**config.mk**
```make
export PLATFORM = sky130hd
export DESIGN_NAME = imem_loader_flat
export DESIGN_NICKNAME = d
export VERILOG_FILES = /design/src/rtl/imem_loader_pkg.sv /design/src/rtl/imem_loader_if.sv /design/src/rtl/imem_loader_word_assembler.sv /design/src/rtl/imem_loader.sv /design/src/flat_wrapper.sv
export SDC_FILE = /design/constraint.sdc
export NUM_CORES = 1
export LEC_CHECK = 0
export CORE_MARGIN = 2
export CORE_UTILIZATION = 40
export CTS_CLUSTER_SIZE = 12
export DETAILED_ROUTE_END_ITERATION = 8
export DONT_BUFFER_PORTS = 1
export PLACE_DENSITY = 0.52
export SYNTH_ARGS = -nofsm -noshare
export SYNTH_HDL_FRONTEND = slang
export SYNTH_SLANG_ARGS = --single-unit
```
**constraint.sdc**
```tcl
create_clock -name clock -period 6 [get_ports clock]
set_clock_uncertainty 0.15 [all_clocks]
set_input_delay 0.6 -clock clock [delete_from_list [all_inputs] [get_ports clock]]
set_output_delay 0.6 -clock clock [all_outputs]
set_load 0.02 [all_outputs]
```
**src/rtl/imem_loader_pkg.sv**
```systemverilog
// ---------------------------------------------------------------------------
// imem_loader_pkg
// Shared types and helpers for the boot-time instruction-memory loader.
//   loader_state_e : FSM state encoding (3 bits, IDLE..ERR)
//   HDR_BYTES      : bytes in the big-endian length header
//   WORD_BYTES     : bytes per instruction word
//   lenTooBig()    : header-length range check against the memory depth
// ---------------------------------------------------------------------------
package imem_loader_pkg;

  localparam int HDR_BYTES  = 2;
  localparam int WORD_BYTES = 4;

  typedef enum logic [2:0] {
    ST_IDLE  = 3'd0,
    ST_HDR0  = 3'd1,
    ST_HDR1  = 3'd2,
    ST_DATA  = 3'd3,
    ST_WRITE = 3'd4,
    ST_DONE  = 3'd5,
    ST_ERR   = 3'd6
  } loader_state_e;

  // The length check runs at 17 bits so that a full 2^16-word memory is
  // still representable. Once the memory holds 2^16 words or more, no 16-bit
  // length can exceed it, so the check is simply false.
  function automatic logic lenTooBig(input logic [15:0] len, input int addrW);
    logic [16:0] depth;
    if (addrW >= 16) begin
      return 1'b0;
    end
    depth = 17'd1 << addrW;
    return ({1'b0, len} > depth);
  endfunction

endpackage

```
**src/rtl/imem_loader_if.sv**
```systemverilog
// ---------------------------------------------------------------------------
// imem_loader_if
// Groups the byte-stream handshake and the instruction-memory write port.
//   byte_in/byte_valid : stream data and qualifier from the boot source
//   byte_ready         : loader accepts a byte this cycle
//   imem_we            : one-cycle write strobe per word
//   imem_addr          : word address (ADDR_W bits)
//   imem_wdata         : 32-bit word to write
// master = the loader, slave = the environment (byte source + memory).
// ---------------------------------------------------------------------------
interface imem_loader_if #(
  parameter int ADDR_W = 10
);

  logic [7:0]        byte_in;
  logic              byte_valid;
  logic              byte_ready;
  logic              imem_we;
  logic [ADDR_W-1:0] imem_addr;
  logic [31:0]       imem_wdata;

  modport master (
    input  byte_in,
    input  byte_valid,
    output byte_ready,
    output imem_we,
    output imem_addr,
    output imem_wdata
  );

  modport slave (
    output byte_in,
    output byte_valid,
    input  byte_ready,
    input  imem_we,
    input  imem_addr,
    input  imem_wdata
  );

endinterface

```
**src/rtl/imem_loader_word_assembler.sv**
```systemverilog
// ---------------------------------------------------------------------------
// word_assembler
// Packs a big-endian byte stream into 32-bit words: the first byte of a word
// ends up in [31:24] after four shifts.
//   clock, reset : rising-edge clock, synchronous active-low reset
//   clear_i      : restart at byte 0 of a fresh word
//   shift_i      : accept byte_i this cycle
//   byte_i       : incoming byte
//   word_o       : current shift-register contents
//   full_o       : this shift completes a word (fourth byte)
// ---------------------------------------------------------------------------
import imem_loader_pkg::*;

module word_assembler (
  input  logic        clock,
  input  logic        reset,
  input  logic        clear_i,
  input  logic        shift_i,
  input  logic [7:0]  byte_i,
  output logic [31:0] word_o,
  output logic        full_o
);

  logic [31:0] shreg_q;
  logic [1:0]  cnt_q;

  // Shift register and byte counter. The counter wraps naturally after the
  // fourth byte, so consecutive words need no explicit clear.
  always_ff @(posedge clock) begin
    if (!reset) begin
      shreg_q <= '0;
      cnt_q   <= '0;
    end else if (clear_i) begin
      shreg_q <= '0;
      cnt_q   <= '0;
    end else if (shift_i) begin
      shreg_q <= {shreg_q[23:0], byte_i};
      cnt_q   <= cnt_q + 2'd1;
    end
  end

  assign word_o = shreg_q;
  assign full_o = shift_i && (cnt_q == 2'(WORD_BYTES - 1));

endmodule

```
**src/rtl/imem_loader.sv**
```systemverilog
// ---------------------------------------------------------------------------
// imem_loader
// Boot-time writer for the instruction memory. Reads a 16-bit big-endian
// length header N, then N big-endian 32-bit words, and writes them to word
// addresses 0..N-1. The CPU is held in reset until the last word commits.
//   clock, reset : rising-edge clock, synchronous active-low reset
//   start        : one-cycle pulse, honoured only in IDLE, DONE or ERR
//   bus          : byte handshake + instruction-memory write port (master)
//   cpu_hold     : 1 keeps the pipeline in reset
//   done         : load finished successfully
//   error        : header length exceeded the memory depth
// ---------------------------------------------------------------------------
import imem_loader_pkg::*;

module imem_loader #(
  parameter int ADDR_W = 10
) (
  input  logic     clock,
  input  logic     reset,
  input  logic     start,
  imem_loader_if.master bus,
  output logic     cpu_hold,
  output logic     done,
  output logic     error
);

  loader_state_e     state_q, state_d;
  logic [7:0]        lenHi_q, lenHi_d;
  logic [15:0]       len_q, len_d;
  logic [ADDR_W:0]   wordCnt_q, wordCnt_d;
  logic [ADDR_W-1:0] addr_q, addr_d;
  logic [31:0]       wdata_q, wdata_d;

  logic              byteReady;
  logic              writeEn;
  logic              xfer;
  logic [15:0]       lenIn;
  logic [ADDR_W:0]   wordsAfter;
  logic              lastWord;
  logic              asmClear;
  logic              asmShift;
  logic              asmFull;
  logic [31:0]       asmWord;

  assign xfer       = bus.byte_valid && byteReady;
  assign lenIn      = {lenHi_q, bus.byte_in};
  assign wordsAfter = wordCnt_q + 1'b1;
  // The word counter is ADDR_W+1 bits and never exceeds N, so comparing its
  // 16-bit view against the header length is exact.
  assign lastWord   = (16'(wordsAfter) == len_q);

  assign asmClear   = (state_q == ST_HDR1) && xfer;
  assign asmShift   = (state_q == ST_DATA) && xfer;

  word_assembler u_asm (
    .clock   (clock),
    .reset   (reset),
    .clear_i (asmClear),
    .shift_i (asmShift),
    .byte_i  (bus.byte_in),
    .word_o  (asmWord),
    .full_o  (asmFull)
  );

  // State register.
  always_ff @(posedge clock) begin
    if (!reset) begin
      state_q <= ST_IDLE;
    end else begin
      state_q <= state_d;
    end
  end

  // Next-state logic. start is only looked at in the idle/terminal states,
  // so a load in progress can never be restarted.
  always_comb begin
    state_d = state_q;
    unique case (state_q)
      ST_IDLE: begin
        if (start) state_d = ST_HDR0;
      end
      ST_HDR0: begin
        if (xfer) state_d = ST_HDR1;
      end
      ST_HDR1: begin
        if (xfer) begin
          if (lenIn == 16'd0) begin
            state_d = ST_DONE;
          end else if (lenTooBig(lenIn, ADDR_W)) begin
            state_d = ST_ERR;
          end else begin
            state_d = ST_DATA;
          end
        end
      end
      ST_DATA: begin
        if (asmFull) state_d = ST_WRITE;
      end
      ST_WRITE: begin
        state_d = lastWord ? ST_DONE : ST_DATA;
      end
      ST_DONE, ST_ERR: begin
        if (start) state_d = ST_HDR0;
      end
      default: state_d = ST_IDLE;
    endcase
  end

  // Outputs decoded purely from the registered state.
  always_comb begin
    byteReady = 1'b0;
    writeEn   = 1'b0;
    cpu_hold  = 1'b1;
    done      = 1'b0;
    error     = 1'b0;
    unique case (state_q)
      ST_HDR0, ST_HDR1, ST_DATA: byteReady = 1'b1;
      ST_WRITE:                  writeEn   = 1'b1;
      ST_DONE: begin
        done     = 1'b1;
        cpu_hold = 1'b0;
      end
      ST_ERR:                    error     = 1'b1;
      default: ;
    endcase
  end

  // Header, word-counter and write-port holding registers.
  always_ff @(posedge clock) begin
    if (!reset) begin
      lenHi_q   <= '0;
      len_q     <= '0;
      wordCnt_q <= '0;
      addr_q    <= '0;
      wdata_q   <= '0;
    end else begin
      lenHi_q   <= lenHi_d;
      len_q     <= len_d;
      wordCnt_q <= wordCnt_d;
      addr_q    <= addr_d;
      wdata_q   <= wdata_d;
    end
  end

  // The word counter doubles as the write address. addr_q/wdata_q remember
  // the last written word so the write port stays still between strobes.
  always_comb begin
    lenHi_d   = lenHi_q;
    len_d     = len_q;
    wordCnt_d = wordCnt_q;
    addr_d    = addr_q;
    wdata_d   = wdata_q;
    unique case (state_q)
      ST_HDR0: begin
        if (xfer) lenHi_d = bus.byte_in;
      end
      ST_HDR1: begin
        if (xfer) begin
          len_d     = lenIn;
          wordCnt_d = '0;
        end
      end
      ST_WRITE: begin
        addr_d    = wordCnt_q[ADDR_W-1:0];
        wdata_d   = asmWord;
        wordCnt_d = wordsAfter;
      end
      default: ;
    endcase
  end

  assign bus.byte_ready = byteReady;
  assign bus.imem_we    = writeEn;
  assign bus.imem_addr  = writeEn ? wordCnt_q[ADDR_W-1:0] : addr_q;
  assign bus.imem_wdata = writeEn ? asmWord : wdata_q;

endmodule
```
**src/flat_wrapper.sv**
```systemverilog
// flat-port wrapper written by rule: the top's interface ports become plain ports
module imem_loader_flat 
#(
  parameter int ADDR_W = 10
)
  (clock, reset, start, cpu_hold, done, error, bus_byte_in, bus_byte_valid, bus_byte_ready, bus_imem_we, bus_imem_addr, bus_imem_wdata);
  imem_loader_if #(.ADDR_W(ADDR_W)) bus_i ();
  input  logic clock;
  input  logic reset;
  input  logic start;
  output logic cpu_hold;
  output logic done;
  output logic error;
  input wire logic [$bits(bus_i.byte_in)-1:0] bus_byte_in;
  input wire logic [$bits(bus_i.byte_valid)-1:0] bus_byte_valid;
  output wire logic [$bits(bus_i.byte_ready)-1:0] bus_byte_ready;
  output wire logic [$bits(bus_i.imem_we)-1:0] bus_imem_we;
  output wire logic [$bits(bus_i.imem_addr)-1:0] bus_imem_addr;
  output wire logic [$bits(bus_i.imem_wdata)-1:0] bus_imem_wdata;
  assign bus_i.byte_in = bus_byte_in;
  assign bus_i.byte_valid = bus_byte_valid;
  assign bus_byte_ready = bus_i.byte_ready;
  assign bus_imem_we = bus_i.imem_we;
  assign bus_imem_addr = bus_i.imem_addr;
  assign bus_imem_wdata = bus_i.imem_wdata;
  imem_loader #(.ADDR_W(ADDR_W)) u_core (.clock(clock), .reset(reset), .start(start), .bus(bus_i), .cpu_hold(cpu_hold), .done(done), .error(error));
endmodule
```
==> impl_metrics.json <==
{
  "crit_required_ps": 5250,
  "dr.pass1.iters": 4,
  "max_stage_delay_ps": 810,
  "start_kind": "flop",
  "globalplace.congestion": 0.839,
  "rsz0062_at_grt": "no",
  "synth-xor-area-share": 0.0252,
  "switching_power_mw": 0.504,
  "routed_via_density": 5.06,
  "seq_area_um2": 2280,
  "die_area_um2": 13100,
  "synth_fp_nets": 664,
  "finalCritPeriodShare": 0.603,
  "worstSkewPairLatency_ps": 400,
  "min_delay_worst_endpoint": "u_core.addr_q[0]$_SDFFE_PN0P_",
  "end_kind": "output port",
  "cts_root_buffer": "clkbuf_16",
  "synthSimpleGateAreaFrac": 0.336,
  "p_leak_nw": 2.14,
  "maxCapViolations": 0,
  "min_period_ps": 3620,
  "antenna_found_initial": 0,
  "worst_pin_slew_ps": 1140,
  "power.share.clock": 0.513,
  "p_int_mw": 1.49,
  "hold_depth": 1,
  "syn2layout_area_growth_pct": 13.6,
  "cts_setup_buffers": 0,
  "synth_area_per_cell_um2": 7.50,
  "fin_nets": 645,
  "layout-drive-gt1-share": 0.0683,
  "ios": 59,
  "rows": 40,
  "hp-class": "in2reg",
  "rr_worst_depth": 8,
  "vias": 4006,
  "swShare": 0.253,
  "drt_iter0_drc": 198,
  "synth_fa_ha_area_frac": 0.00514,
  "drv_slew": 0,
  "worstSetupPathType": "reg2out",
  "power_frac_seq": 0.405,
  "synth_top_family_by_area": "simple AND/OR/NAND/NOR gates",
  "drc": 0,
  "crit_chain": "nor2_1, nand2_2, clkinv_1, buf_4, nand2_1, nand2_1",
  "post_cts_resized": 0,
  "ant_nets": 0,
  "maxSlewHeadroom": 0.239,
  "comb_power_share": 0.082,
  "cts_sinks": 114,
  "synth_edf_count": 0,
  "clkTransAtPathRegs_ps": 60,
  "r2r_slack_ps": 3050,
  "die-width_um": 114,
  "hpwlAfterDp_mm": 7.40,
  "synth_flop_cell": "dfxtp_1",
  "yosysUniqueCellTypes": 45,
  "cpMostUsedCell": "nand2_1",
  "drt_wl_total_mm": 11.3,
  "fillCellCount": 1213,
  "synthMuxAreaShare": 0.00437,
  "cts_tree": "done",
  "synthArstFlopShare": 0,
  "ir_worst_vdd_v": 0.000222,
  "synth.yosys.seq_area_share": 0.468,
  "ys.warnings.count": 0,
  "setup_violations": 0,
  "start_util": 0.407,
  "io_buffers": 0,
  "wl_per_cell_um": 14.3,
  "grt_pass1_wl_mm": 18.6,
  "holdBufCountCts": 0,
  "grt_overflow": 0,
  "dieHeight_um": 114,
  "hold_viol_final": 0,
  "cts_buffers": 17,
  "max_freq_mhz": 276,
  "cp_max_fo": 58,
  "cpMaxStageDelayCell": "nand2_2",
  "multiInputGateArea_um2": 2410,
  "netlist_instances": 650,
  "tns_ps": 0,
  "synth-seq-cells": 114,
  "min_from": "reset",
  "power_density_nw_per_um2": 360,
  "htree_levels": 4,
  "synthesis.area_um2": 4870,
  "grt_start_max_net_pins": 70,
  "status": "complete, no violations",
  "worst_slack_ps": 2380,
  "n_antenna_cell": 0,
  "fp.coreArea_um2": 12000,
  "grt_pass1_vias": 3802,
  "r2r_end": "u_core.wordCnt_q[7]$_SDFFE_PN0P_",
  "cts.path.max_buffers": 2,
  "r2r-start": "u_core.state_q[0]$_SDFFE_PN0P_",
  "dpl_worst_slack_ps": 2830,
  "grt_usage": 0.180,
  "cp.arrival_ps": 2870,
  "synth_compound_area_frac": 0.122
}
[worst max path at each step]
| stage | from | end | slack [ps] | cells past startpoint |
|---|---|---|---|---|
| after CTS | u_core.state_q[0]$_SDFFE_PN0P_ | bus_imem_wdata[22] | 2400 | 6 |
| final | u_core.state_q[0]$_SDFFE_PN0P_ | bus_imem_addr[7] | 2380 | 6 |
| after detailed placement | u_core.state_q[0]$_SDFFE_PN0P_ | bus_imem_addr[7] | 2830 | 6 |
| after floorplan | u_core.wordCnt_q[0]$_SDFFE_PN0P_ | u_core.state_q[1]$_SDFFE_PN0P_ | 3760 | 7 |
| after global placement | u_core.state_q[0]$_SDFFE_PN0P_ | bus_imem_wdata[19] | 2940 | 6 |
| after global routing | u_core.state_q[0]$_SDFFE_PN0P_ | bus_imem_wdata[22] | 2180 | 6 |
[worst max-delay path: cells and delay by family (launching register included)]
kind	cells	cell delay (ps)
buf+inv	2	520
flops	1	620
simple gates	4	1260
[per-stage QoR]
step	utilization	hold WS, ps	std cells	power, mW	area (µm²)
6_report	0.463	172	791	1.99	5540
5_1_grt	0.463	154	791	2.07	5540
4_1_cts	0.463	152	791	2.02	5540
3_5_place_dp	0.412	303	759	0.986	4930
3_3_place_gp	0.412	297	759	0.980	4930
2_1_floorplan	-	287	650	0.954	4870
[cell usage in the layout, fill, tap and decap left out, types with 4 or more instances in the layout]
cell type	instances
xnor2_1	12
clkinvlp_4	4
clkbuf_16	17
and2_1	43
a21boi_0	12
a21oi_1	54
inv_1	4
nor2b_1	13
nor4_1	6
nor2_1	14
buf_4	5
nand2_1	257
nand3_1	7
nor3_1	11
nand4_1	4
dfxtp_1	114
o21ai_0	10
[routing by layer]
metal  GRT usage  part of all wire  vias to the layer above
met5           0                 0                        -
met4      0.0642            0.0073                        0
met3      0.0614             0.058                        6
met2       0.267              0.42                       75
met1       0.245              0.51                     1834
li1            -                 -                     2091
[synthesized netlist by cell type, types with 2 or more instances]
master | instances | share of area
a21boi_0 | 12 | 0.018
a21oi_1 | 54 | 0.055
a22oi_1 | 3 | 0.0046
a31oi_1 | 2 | 0.0026
and2_1 | 43 | 0.055
and3_1 | 3 | 0.0039
buf_2 | 7 | 0.0072
clkbuf_1 | 35 | 0.027
dfxtp_1 | 114 | 0.47
ha_1 | 2 | 0.0051
inv_1 | 4 | 0.0031
nand2_1 | 258 | 0.20
nand3_1 | 7 | 0.0072
nand4_1 | 4 | 0.0051
nor2_1 | 15 | 0.012
nor2b_1 | 13 | 0.017
nor3_1 | 11 | 0.011
nor3b_1 | 2 | 0.0031
nor4_1 | 6 | 0.0077
o211ai_1 | 2 | 0.0031
o21a_1 | 3 | 0.0046
o21ai_0 | 10 | 0.010
o221ai_1 | 3 | 0.0054
or3_1 | 3 | 0.0039
or4_1 | 2 | 0.0031
xnor2_1 | 12 | 0.022
xor2_1 | 2 | 0.0036
[cell families after synthesis]
group,Yosys count
buffers and inverters,48
adder cells (fa/ha/maj),2
AO/OA/AOI/OAI,98
flip-flops,114
XOR/XNOR,14
AND/OR/NAND/NOR,372
multiplexers,2
[power groups by stage]
stage	Clock [mW]	Sequential, mW	Combinational, mW
2_1_floorplan	0	0.805	0.149
5_1_grt	1.08	0.810	0.183
3_5_place_dp	0	0.822	0.163
3_3_place_gp	0	0.820	0.161
6_report	1.02	0.808	0.163
4_1_cts	1.05	0.806	0.164
[layout make-up]
cell class	instances	area share
clock inverters	15	0.0330
multi-input cells	488	0.435
repair buffers	5	0.00678
flip-flops and latches	114	0.412
inverters	5	0.00339
clock buffers	17	0.0768
well taps	147	0.0332
[state kept, by name, summed over array words and instances (netlist names)]
register and flops:
u_core.u_asm.cnt_q 2, u_core.u_asm.word_o 32, u_core.len_q 16, u_core.wordCnt_q 11
u_core.lenHi_q 8, u_core.wdata_q 32, u_core.state_q 3, u_core.addr_q 10
No activity file was read; power rests on OpenSTA's default activity.
